**src/rtl/spi_master.sv**
```systemverilog
// SPI master: shifts one byte out on mosi_o and one byte in on miso_i per
// handshake, LSB first. sclk_o idles high; data launches on the sclk_o rising
// edge and is captured on the falling edge. One transaction is chip-select
// setup, 8 low/7 high sclk half-periods, a hold, and an inter-byte gap.
//
// Ports
//   clk, rst_n            clock, asynchronous active-low reset
//   tx_data_i/tx_valid_i  byte to send and request (taken when tx_ready_o=1)
//   tx_ready_o            high only while idle
//   rx_data_o/rx_valid_o  received byte and one-cycle completion pulse
//   busy_o                high whenever not idle
//   sclk_o/mosi_o/cs_n_o  SPI outputs (all registered)
//   miso_i                SPI data in
module spi_master #(
  parameter int unsigned CLK_DIV = 4
) (
  input  logic       clk,
  input  logic       rst_n,
  input  logic [7:0] tx_data_i,
  input  logic       tx_valid_i,
  output logic       tx_ready_o,
  output logic [7:0] rx_data_o,
  output logic       rx_valid_o,
  output logic       busy_o,
  output logic       sclk_o,
  output logic       mosi_o,
  input  logic       miso_i,
  output logic       cs_n_o
);

  localparam int unsigned CNT_W = 8;
  localparam int unsigned BIT_W = 3;
  localparam logic [CNT_W-1:0] CNT_TC   = CNT_W'(CLK_DIV - 1);
  localparam logic [BIT_W-1:0] BIT_LAST = BIT_W'(7);

  typedef enum logic [2:0] {
    ST_IDLE, ST_SETUP, ST_LOW, ST_HIGH, ST_HOLD, ST_GAP
  } state_t;

  state_t           state_q, state_d;
  logic [CNT_W-1:0] cnt_q, cnt_d;
  logic [BIT_W-1:0] bit_q, bit_d;
  logic [7:0]       tx_sh_q, tx_sh_d;
  logic [7:0]       rx_sh_q, rx_sh_d;
  logic [7:0]       rx_data_d;
  logic             rx_valid_d, busy_d, ready_d, sclk_d, mosi_d, cs_n_d;
  logic             hs, tc;

  // tx_ready_o is registered and mirrors the IDLE state
  assign hs = tx_valid_i & tx_ready_o;
  assign tc = (cnt_q == CNT_TC);

  // State register
  always_ff @(posedge clk or negedge rst_n) begin
    if (!rst_n) state_q <= ST_IDLE;
    else        state_q <= state_d;
  end

  // Next-state logic; every timed state lasts CLK_DIV cycles
  always_comb begin
    state_d = state_q;
    unique case (state_q)
      ST_IDLE:  if (hs) state_d = ST_SETUP;
      ST_SETUP: if (tc) state_d = ST_LOW;
      ST_LOW:   if (tc) state_d = (bit_q == BIT_LAST) ? ST_HOLD : ST_HIGH;
      ST_HIGH:  if (tc) state_d = ST_LOW;
      ST_HOLD:  if (tc) state_d = ST_GAP;
      ST_GAP:   if (tc) state_d = ST_IDLE;
      default:          state_d = ST_IDLE;
    endcase
  end

  // Next values of the datapath and of the registered outputs
  always_comb begin
    cnt_d      = (state_q == ST_IDLE || tc) ? '0 : cnt_q + CNT_W'(1);
    bit_d      = bit_q;
    tx_sh_d    = tx_sh_q;
    rx_sh_d    = rx_sh_q;
    rx_data_d  = rx_data_o;
    rx_valid_d = 1'b0;
    sclk_d     = sclk_o;
    mosi_d     = mosi_o;
    cs_n_d     = cs_n_o;
    unique case (state_q)
      ST_IDLE: begin
        if (hs) begin
          cs_n_d  = 1'b0;
          tx_sh_d = tx_data_i;
          mosi_d  = tx_data_i[0];
          bit_d   = '0;
        end
      end
      // falling sclk edge: capture miso_i on the same clk edge
      ST_SETUP, ST_HIGH: begin
        if (tc) begin
          sclk_d  = 1'b0;
          rx_sh_d = {miso_i, rx_sh_q[7:1]};
        end
      end
      // rising sclk edge: launch the next bit; bit counter stops at 7
      ST_LOW: begin
        if (tc) begin
          sclk_d = 1'b1;
          if (bit_q != BIT_LAST) begin
            bit_d   = bit_q + BIT_W'(1);
            tx_sh_d = {1'b0, tx_sh_q[7:1]};
            mosi_d  = tx_sh_q[1];
          end
        end
      end
      ST_HOLD: begin
        if (tc) begin
          cs_n_d     = 1'b1;
          mosi_d     = 1'b0;
          rx_data_d  = rx_sh_q;
          rx_valid_d = 1'b1;
        end
      end
      default: ;
    endcase
    busy_d  = (state_d != ST_IDLE);
    ready_d = (state_d == ST_IDLE);
  end

  // Datapath and output registers
  always_ff @(posedge clk or negedge rst_n) begin
    if (!rst_n) begin
      cnt_q      <= '0;
      bit_q      <= '0;
      tx_sh_q    <= '0;
      rx_sh_q    <= '0;
      rx_data_o  <= '0;
      rx_valid_o <= 1'b0;
      busy_o     <= 1'b0;
      tx_ready_o <= 1'b1;
      sclk_o     <= 1'b1;
      mosi_o     <= 1'b0;
      cs_n_o     <= 1'b1;
    end else begin
      cnt_q      <= cnt_d;
      bit_q      <= bit_d;
      tx_sh_q    <= tx_sh_d;
      rx_sh_q    <= rx_sh_d;
      rx_data_o  <= rx_data_d;
      rx_valid_o <= rx_valid_d;
      busy_o     <= busy_d;
      tx_ready_o <= ready_d;
      sclk_o     <= sclk_d;
      mosi_o     <= mosi_d;
      cs_n_o     <= cs_n_d;
    end
  end

endmodule

```
**config.mk**
```make
export PLATFORM = sky130hd
export DESIGN_NAME = spi_master
export DESIGN_NICKNAME = d
export VERILOG_FILES = /design/src/rtl/spi_master.sv
export SDC_FILE = /design/constraint.sdc
export NUM_CORES = 1
export LEC_CHECK = 0
export ABC_AREA = 0
export BUFFER_PORTS_ARGS = -buffer_cell sky130_fd_sc_hd__buf_2
export CAP_MARGIN = 20
export CORE_ASPECT_RATIO = 0.5
export CORE_MARGIN = 4
export CORE_UTILIZATION = 29
export DETAILED_ROUTE_END_ITERATION = 16
export PLACE_DENSITY = 0.54
export RECOVER_POWER = 50
export SLEW_MARGIN = 0
export SYNTH_ARGS = -nofsm -noshare
export SYNTH_HDL_FRONTEND = slang
export SYNTH_SLANG_ARGS = --single-unit
```
**constraint.sdc**
```tcl
create_clock -name clk -period 3 [get_ports clk]
set_input_delay 0.45 -clock clk [delete_from_list [all_inputs] [get_ports clk]]
set_output_delay 0.45 -clock clk [all_outputs]
set_load 0.02 [all_outputs]
```
==> impl_metrics.csv <==
group,metric,value,unit
logic_synthesis,synth_area_per_cell,12.5,µm²
worst_setup_path,cp.required,3170,ps
place,port_buffers,25,
grt,grt_pass1_vias,1353,
cts,cts_tree,"yes",
timing,setup_tns,0,ps
hold_path,hold_path_depth,2,
route,wire_per_inst,13.0,µm
route,via_per_inst,4.47,
grt,grt_max_degree,44,
logic_synthesis,yosys_warnings,0,
cts,cts-root-buf,"clkbuf_16",
timing,slew_violations,44,
timing,layout_min_cycle_time,2270,ps
die,die_y,66.7,µm
cts,cts_buffer_depth,2,
logic_synthesis,ys_ff_latch,43,
grt,grt_pass1_wl,6.36,mm
route,antenna_left,0,
worst_setup_path,cp.arrival,2440,ps
hold_path,worstHoldStart,"miso_i",
timing,max_freq,441,MHz
logic_synthesis,synth_top_area_cell,"dfrtp_1",
die,fp.dieW,125,µm
timing,rsz0062_at_grt,"false",
cts,htreeDepth,2,
worst_setup_path,r2r_start,"cnt_q[0]",
place,place.gp.congestion,0.784,
outcome,violations,"capacitance limit, slew limit",
logic_synthesis,ys_seq_area_frac,0.541,
die,die_area,8360,µm²
cts,cts_made_buffers,5,
route,drt_iter0_markers,17,
grt,track_usage,0.0961,
timing,hold_violations,0,
logic_synthesis,syn_area,2000,µm²
route,drcViolationCount,0,
place,dpl_cell_area,2220,µm²
worst_setup_path,start_kind,"flop",
place,dp_hpwl,2.57,mm
logic_synthesis,yosysUniqueCellTypes,39,
cells_and_area,num-nets-final,204,
cells_and_area,layout_commonest_cell,"dfrtp_1",
grt,grt.overflow.total,0,
power,vdd_drop_max,260,µV
cells_and_area,fin_area,2370,µm²
logic_synthesis,netlist_top_cells_area,"dfrtp_1 (50%), mux2_2 (16%), dfstp_2 (3.9%)",
timing,tightest_slew,2250,ps
cts,cts.sinks,43,
route,first_pass_iters,3,
cells_and_area,drive_gt1_frac,0.386,
cts,clock_latency,280,ps
timing,min_period_over_period,0.756,
worst_setup_path,r2r_cells,5,
cells_and_area,final_cell_mix,"dfrtp_1 (40), mux2_2 (29), buf_2 (18)",
worst_setup_path,crit_fanout,10,
die,initial_core_util,0.299,
cells_and_area,diodes,0,
worst_setup_path,critPathLaunch,"cnt_q[0]",
die,num_io_pins,26,
die,core_area,6670,µm²
cells_and_area,syn_to_final_growth,18.7,%
timing,setup_violations,0,
die,num_rows,21,
route,routed_wl,3.65,mm
worst_setup_path,critPathCaptureType,"flop",
cts,postCtsSetupRepairBufs,0,
timing,slew_headroom,-0.498,
logic_synthesis,synthCells,160,
route,vias,1256,
worst_setup_path,crit_type,"flop to flop",
logic_synthesis,yosys.area.top_type_share,0.501,
grt,antenna_found_initial,0,
run,drv_cap,1,
power,leakagePower,1.11,nW
logic_synthesis,syn_nets,176,
hold_path,hp-class,"input pin to flop",
timing,clock_skew,4.71,ps
cts,cts-hold-fix-buffers,0,
cts,post_cts_resized,0,
outcome,status,"complete, but fails checks",
power,power_density,887,nW/µm²
cts,clk_pin_slew,60,ps
state kept, by name, summed over array words and instances, names as in the netlist:
name        count
rx_sh_q         8
busy_o          1
cnt_q           8
tx_ready_o      1
bit_q           3
cs_n_o          1
sclk_o          1
state_q         3
rx_valid_o      1
rx_data_o       8
mosi_o          1
tx_sh_q         7
routing by layer:
layer	track usage	up-vias	part of all wire
met1	0.110	627	0.45
met5	0	-	0
met2	0.172	10	0.50
met3	0.0256	5	0.025
li1	-	614	-
met4	0.0446	0	0.018
per-stage QoR:
stage	instances	util	worst slack, ps	total power, mW	hold slack, ps
after floorplan	160	-	996	1.40	154
after global placement	273	0.333	792	1.55	448
after detailed placement	273	0.333	727	1.57	451
after CTS	281	0.357	715	2.13	353
after global routing	281	0.355	351	2.24	384
final	281	0.355	733	2.10	397
kinds of logic after synthesis:
family / count (synthesis) / share of synthesized area
adders and majority gates: 4 / 0.0251
DFF: 43 / 0.541
and+or+nand+nor: 46 / 0.138
AOI/OAI and AO/OA: 16 / 0.0689
muxes: 31 / 0.174
buffers and inverters: 14 / 0.0269
xor gates and xnor gates: 6 / 0.0263
final timing paths:
check | slack [ps] | to
setup / recovery | 730 | bit_q[0]
hold / removal | 400 | rx_sh_q[7]
setup reg to reg | 730 | bit_q[0]
hold reg to reg | 460 | cs_n_o
max in group asynchronous | 890 | tx_sh_q[5]
min in group asynchronous | 840 | cnt_q[3]
cell type report:
class,instances,area (µm²)
inverter,9,33.8
clock inverter,2,16.3
clock buffer,6,139
multi-input combinational,103,863
tap,92,115
timing repair buffer,26,124
fill,681,4300
sequential,43,1080
worst max-delay path: stages (launching register included):
cell and delay (ps):
dfrtp_1 380, ha_1 230, nor3b_2 320, nand2_2 130, o41ai_4 680, mux2_2 410
Yosys cell counts (all sizes together):
cell	n
a21boi	1
a21o	2
a21oi	2
a221o	1
a22o	2
a31oi	1
a41oi	1
and2	1
and3	3
clkbuf	5
dfrtp	40
dfstp	3
ha	4
inv	9
mux2	29
mux2i	2
nand2	10
nand2b	2
nand3	7
nand4	1
nor2	12
nor2b	2
nor3	2
nor3b	1
nor4	1
o211ai	1
o21ai	3
o311a	1
o41ai	1
or2	1
or3b	2
or4	1
xnor2	2
xor2	4
power breakdown:
part           total, mW  internal, mW  switching [mW]
combinational      0.646         0.318           0.328
sequential         0.899         0.763           0.137
clock              0.557         0.332           0.224
Power figures use the tool's default switching activity.
